--- config.mk ---
export PLATFORM = sky130hd
export DESIGN_NAME = keyboard_controller
export DESIGN_NICKNAME = d
export VERILOG_FILES = /design/src/rtl/keyboard_controller.sv
export SDC_FILE = /design/constraint.sdc
export NUM_CORES = 1
export LEC_CHECK = 0
export CAP_MARGIN = 40
export CORE_MARGIN = 4
export CORE_UTILIZATION = 50
export CTS_CLUSTER_DIAMETER = 100
export DETAILED_ROUTE_END_ITERATION = 12
export GPL_TIMING_DRIVEN = 0
export PLACE_DENSITY = 0.76
export SYNTH_ARGS = -nofsm -noshare
export SYNTH_HDL_FRONTEND = slang
export SYNTH_SLANG_ARGS = --single-unit
--- constraint.sdc ---
create_clock -name clk_in -period 2.5 [get_ports clk_in]
set_input_delay 0.375 -clock clk_in [delete_from_list [all_inputs] [get_ports clk_in]]
set_output_delay 0.375 -clock clk_in [all_outputs]
set_load 0.02 [all_outputs]
--- src/rtl/keyboard_controller.sv ---
// PS/2 keyboard receiver: synchronizer, frame FSM, scan-code FIFO and a 4-word register window.
// Optional macro KEYBOARD_PARITY_CHECK_EN enables odd-parity checking of received frames.
module keyboard_controller #(
  parameter int DEPTH          = 16,
  parameter int TIMEOUT_CYCLES = 20000
) (
  input  logic        clk_in,
  input  logic        rst_in,
  input  logic        ps2_clk_in,
  input  logic        ps2_data_in,
  input  logic [31:0] addr_in,
  input  logic [31:0] data_in,
  input  logic [3:0]  write_enable_in,
  output logic [31:0] data_out,
  output logic        valid_out
);

  localparam int AW = $clog2(DEPTH);
  localparam int CW = AW + 1;
  localparam int TW = $clog2(TIMEOUT_CYCLES + 1);

  typedef enum logic [1:0] {
    IDLE  = 2'd0,
    SHIFT = 2'd1,
    CHECK = 2'd2
  } state_e;

`ifdef KEYBOARD_PARITY_CHECK_EN
  function automatic logic odd_parity_ok(input logic [8:0] bits);
    return ^bits;
  endfunction
`endif

  logic          clk_sync1_q, clk_sync2_q, clk_hist_q;
  logic          data_sync1_q, data_sync2_q, data_hist_q;
  logic          fall_s;
  state_e        state_q, state_d;
  logic [3:0]    bit_cnt_q, bit_cnt_d;
  logic [9:0]    shift_q, shift_d;
  logic [TW-1:0] to_cnt_q, to_cnt_d;
  logic          push_s, timeout_s, parity_fail_s;
  logic [7:0]    mem_q [DEPTH];
  logic [AW:0]   wr_ptr_q, rd_ptr_q;
  logic [CW-1:0] count_q;
  logic [8:0]    count_ext_s;
  logic          empty_s, full_s, do_push_s, do_pop_s, overflow_set_s;
  logic          write_s, pop_req_s, clear_s, flush_s;
  logic [2:0]    flags_q;
  logic [31:0]   rd_data_d;
  logic          unused_s;

  // Two-flop synchronizers plus one history flop per PS/2 line; lines idle high.
  always_ff @(posedge clk_in or negedge rst_in) begin
    if (!rst_in) begin
      {clk_sync1_q, clk_sync2_q, clk_hist_q}    <= 3'b111;
      {data_sync1_q, data_sync2_q, data_hist_q} <= 3'b111;
    end else begin
      {clk_sync1_q, clk_sync2_q, clk_hist_q}    <= {ps2_clk_in, clk_sync1_q, clk_sync2_q};
      {data_sync1_q, data_sync2_q, data_hist_q} <= {ps2_data_in, data_sync1_q, data_sync2_q};
    end
  end

  assign fall_s = clk_hist_q & ~clk_sync2_q;

  // Frame FSM state registers.
  always_ff @(posedge clk_in or negedge rst_in) begin
    if (!rst_in) begin
      state_q   <= IDLE;
      bit_cnt_q <= 4'd0;
      shift_q   <= 10'd0;
      to_cnt_q  <= '0;
    end else begin
      state_q   <= state_d;
      bit_cnt_q <= bit_cnt_d;
      shift_q   <= shift_d;
      to_cnt_q  <= to_cnt_d;
    end
  end

  // Frame FSM next state; bits arrive LSB first so the start of the frame ends up in bit 0.
  always_comb begin
    state_d       = state_q;
    bit_cnt_d     = bit_cnt_q;
    shift_d       = shift_q;
    to_cnt_d      = to_cnt_q;
    push_s        = 1'b0;
    timeout_s     = 1'b0;
    parity_fail_s = 1'b0;
    case (state_q)
      IDLE: begin
        if (fall_s && !data_hist_q) begin
          state_d   = SHIFT;
          bit_cnt_d = 4'd0;
          to_cnt_d  = '0;
        end else begin
          state_d = IDLE;
        end
      end
      SHIFT: begin
        if (fall_s) begin
          shift_d   = {data_hist_q, shift_q[9:1]};
          bit_cnt_d = bit_cnt_q + 4'd1;
          to_cnt_d  = '0;
          if (bit_cnt_q == 4'd9) begin
            state_d = CHECK;
          end else begin
            state_d = SHIFT;
          end
        end else if (to_cnt_q == TW'(TIMEOUT_CYCLES - 1)) begin
          state_d   = IDLE;
          timeout_s = 1'b1;
        end else begin
          to_cnt_d = to_cnt_q + {{(TW-1){1'b0}}, 1'b1};
        end
      end
      CHECK: begin
        state_d = IDLE;
        if (shift_q[9]) begin
`ifdef KEYBOARD_PARITY_CHECK_EN
          if (odd_parity_ok(shift_q[8:0])) begin
            push_s = 1'b1;
          end else begin
            parity_fail_s = 1'b1;
          end
`else
          push_s = 1'b1;
`endif
        end else begin
          push_s = 1'b0;
        end
      end
      default: state_d = IDLE;
    endcase
  end

  assign write_s   = |write_enable_in;
  assign pop_req_s = write_s && (addr_in[3:2] == 2'd2);
  assign clear_s   = write_s && (addr_in[3:2] == 2'd3) && data_in[0];
  assign flush_s   = write_s && (addr_in[3:2] == 2'd3) && data_in[1];

  assign empty_s        = (count_q == '0);
  assign full_s         = (count_q == CW'(DEPTH));
  assign do_pop_s       = pop_req_s && !empty_s;
  // A pop in the same cycle frees the slot, so a push at full still lands.
  assign do_push_s      = push_s && (!full_s || do_pop_s);
  assign overflow_set_s = push_s && full_s && !do_pop_s;

  // FIFO storage; contents need no reset since count gates every read.
  always_ff @(posedge clk_in) begin
    if (do_push_s) begin
      mem_q[wr_ptr_q[AW-1:0]] <= shift_q[7:0];
    end
  end

  // FIFO pointers and occupancy; flush overrides any same-cycle push or pop.
  always_ff @(posedge clk_in or negedge rst_in) begin
    if (!rst_in) begin
      wr_ptr_q <= '0;
      rd_ptr_q <= '0;
      count_q  <= '0;
    end else if (flush_s) begin
      wr_ptr_q <= '0;
      rd_ptr_q <= '0;
      count_q  <= '0;
    end else begin
      if (do_push_s) wr_ptr_q <= wr_ptr_q + {{AW{1'b0}}, 1'b1};
      if (do_pop_s)  rd_ptr_q <= rd_ptr_q + {{AW{1'b0}}, 1'b1};
      case ({do_push_s, do_pop_s})
        2'b10:   count_q <= count_q + {{(CW-1){1'b0}}, 1'b1};
        2'b01:   count_q <= count_q - {{(CW-1){1'b0}}, 1'b1};
        default: count_q <= count_q;
      endcase
    end
  end

  // Sticky flags {frame_err, parity_err, overflow}; a same-cycle set beats the clear.
  always_ff @(posedge clk_in or negedge rst_in) begin
    if (!rst_in) begin
      flags_q <= 3'b000;
    end else begin
      flags_q <= (flags_q & ~{3{clear_s}}) | {timeout_s, parity_fail_s, overflow_set_s};
    end
  end

  assign count_ext_s = 9'(count_q);

  // Register read mux over the current state.
  always_comb begin
    rd_data_d = 32'd0;
    case (addr_in[3:2])
      2'd0: begin
        if (empty_s) begin
          rd_data_d = 32'd0;
        end else begin
          rd_data_d = {23'd0, 1'b1, mem_q[rd_ptr_q[AW-1:0]]};
        end
      end
      2'd1:    rd_data_d = {16'd0, count_ext_s[7:0], 5'd0, flags_q};
      default: rd_data_d = 32'd0;
    endcase
  end

  // Registered read data.
  always_ff @(posedge clk_in or negedge rst_in) begin
    if (!rst_in) begin
      data_out <= 32'd0;
    end else begin
      data_out <= rd_data_d;
    end
  end

  assign valid_out = !empty_s;

  assign unused_s = &{1'b0, addr_in[31:4], addr_in[1:0], data_in[31:2], shift_q[8], count_ext_s[8]};

endmodule
==> out/metrics.cfg <==
[synth]
ys_ff_latch=194
synth_edf_count=128
yosysWarnings=0
avgSynthCellArea_sq_um=15.7
synth_cell_types=60
syn_inst=521
synth_ff_type=edfxtp_1
synth_area_sq_um=8200
async_flop_share_pct=34.0
seq_area_frac_synth_pct=67.1

[finish]
drive_above_1_share_pct=25.3
diodes=0
fin_util_pct=59.9
syn_to_final_growth_pct=16.8
fillers=1142
fin_nets=679

[clock_network]
cts-root-buf=clkbuf_16
cts_tree=done
clk_pin_slew_ns=0.07
cts_buffers=17
clock_path_buffers=2
htreeDepth=4
clk_latency_ns=0.44
clkSinkCount=194

[route]
drc=0
drt_iter0_drc=466
vias_per_cell=5.87
antenna_left=0
wl_per_cell_microns=20.4
first_pass_iters=7
finalWirelength_microns=16800
routed-via-count=4836

[grt]
grt_max_degree=67
grt_pass1_wl_microns=26200
antenna_found_initial=0
overflow=0
grt_usage_pct=19.0
grt_pass1_vias=4772

[setup_path]
required_ns=2.87
path_class=in -> reg
arrival_ns=2.88
start_kind=input port
critPathMaxFanout=4
reg2reg_depth=10
r2r_setup_slack_ns=0.01
timing.rr.start=count_q[0]
timing.rr.end=count_q[4]
endpoint_kind=flip-flop

[sta]
relSlewSlack_pct=35.7
period_needed_ns=2.51
final_hold_viol_count=0
fmax_mhz=399
setup_slack_ns=-0.00607
fin_skew_ns=0.00990
rsz0062_at_grt=true
max_slew.worst_pin.slew_ns=0.958
drv_slew=0
fin_crit_sh_pct=100
setup-violations-final=1

[placed_design]
io_buffers=24
place_ws_ns=-0.822
gp_congestion=0.840
hpwl_microns=11000

[power]
ir_worst_vdd_uv=593
p_per_area_nw_per_um2=950
p_leak_nw=3.58

[floorplanning]
rows=46
die_h_microns=136
initial_utilization_pct=51.2
dieArea_sq_um=18500
io_pins=105
die_x_microns=136
core_sq_um=16000

[status]
outcome=finished with violations
violations=negative setup slack

[min_path]
hold_path_class=in -> async

[flow_run]
cap_violations=0

==> synth_stat cells (5+ instances only) <==
cell / instances / area share [%]
ha_1: 11 / 1.7
mux4_2: 35 / 9.6
a21oi_1: 10 / 0.61
xnor2_1: 5 / 0.53
edfxtp_1: 128 / 47
clkbuf_1: 6 / 0.27
o21ai_0: 18 / 1.1
xor2_1: 6 / 0.64
and2_1: 8 / 0.61
nor3_1: 10 / 0.61
nor4_1: 10 / 0.76
o22ai_1: 6 / 0.46
nand2_1: 21 / 0.96
nand4_1: 8 / 0.61
nand3_1: 10 / 0.61
inv_1: 16 / 0.73
dfstp_2: 6 / 1.9
mux2_2: 11 / 1.5
nor2_1: 36 / 1.6
mux2i_1: 5 / 0.61
buf_2: 7 / 0.43
and3_1: 9 / 0.69
dfrtp_1: 60 / 18
buf_4: 21 / 1.9
==> metrics by stage <==
stage	cells	setup TNS, ns	power, W	hold slack [ns]	instance area (sq um)
floorplan	539	-0.0902	0.00565	0.0794	8310
global placement	779	-116.87	0.00617	0.346	8820
detailed placement	785	-18.25	0.00628	0.347	8890
CTS	823	0	0.00911	0.0747	9550
global route	824	-0.205	0.00947	0.106	9580
finish	824	-0.00607	0.00910	0.0421	9580
==> repair_timing <==
action	in CTS	in global routing
setup endpoints to repair	1	18
hold buffers	0	0
resized for setup	5	7
buffers inserted	6	1
pin swaps	3	4
==> worst max-delay path by stage <==
stage | startpoint | end | slack [ns]
2_1_floorplan | write_enable_in[2] | count_q[4] | -0.09
3_3_place_gp | rst_in | data_out[7] | -1.16
3_5_place_dp | addr_in[3] | count_q[4] | -0.82
4_1_cts | count_q[2] | count_q[4] | 0.01
5_1_grt | addr_in[3] | count_q[4] | -0.05
6_report | addr_in[3] | count_q[4] | -0.006
==> sequential cells by signal, indices dropped and copies added, names as in the netlist, 4 cells and up <==
register   count
bit_cnt_q      4
wr_ptr_q       4
shift_q       10
data_out      13
count_q        5
rd_ptr_q       4
to_cnt_q      15
mem_q        128
==> cell families after synthesis <==
logic type / share of synthesized area, %
simple gates: 9.06
compound gates: 5.48
xor+xnor: 1.18
flops: 67.1
fa+ha+maj: 1.92
mux: 11.7
other cells: 0.0457
buf+inv: 3.46
==> where the power goes <==
part,switching (W),total (W),internal [W]
sequential,0.000420,0.00431,0.00389
clock,0.00119,0.00278,0.00159
combinational,0.00101,0.00201,0.000995
total,0.00263,0.00910,0.00647
==> worst max-delay path, stage by stage <==
cell and delay [ns]:
clkdlybuf4s50_1 0.57, o41ai_4 0.13, a211oi_4 0.23, nand2_2 0.11
fa_2 0.38, or2b_4 0.27, o2bb2ai_4 0.13, or3_4 0.38
a21o_1 0.18, a21oi_2 0.12
==> layout make-up <==
class	count	area [sq um]	share of cell area, %
Tap cell	216	270	2.82
Buffer	36	224	2.34
Clock buffer	18	429	4.48
Sequential cell	194	5510	57.5
Multi-Input combinational cell	293	2570	26.8
Inverter	16	60.1	0.627
Clock inverter	14	180	1.88
Timing Repair Buffer	37	338	3.53
==> placed cells by master, fill, tap and decap left out, types with 4 or more instances in the layout <==
cell,synthesis,layout
a21o_1,4,4
a21oi_1,10,9
and2_1,8,5
and3_1,9,9
buf_2,7,7
buf_4,21,35
clkbuf_1,6,7
clkbuf_16,0,17
clkdlybuf4s50_1,0,22
clkinv_4,0,4
conb_1,1,19
dfrtp_1,60,57
dfstp_2,6,6
edfxtp_1,128,128
ha_1,11,10
inv_1,16,15
mux2_2,11,11
mux2i_1,5,5
mux4_2,35,35
nand2_1,21,20
nand2b_1,4,4
nand3_1,10,10
nand4_1,8,8
nor2_1,36,36
nor2b_1,4,4
nor3_1,10,10
nor4_1,10,6
nor4_2,0,4
o21ai_0,18,18
o21ai_1,4,4
o22ai_1,6,6
xnor2_1,5,5
xor2_1,6,6
==> layer usage <==
metal,global-route usage (%),wire length [microns],vias to the layer above
met5,0,0,-
met4,6.94,391,0
met3,3.55,1130,29
met2,31.5,8610,239
met1,25.4,6660,2453
li1,-,-,2115
(Power assumes the default switching activity.)
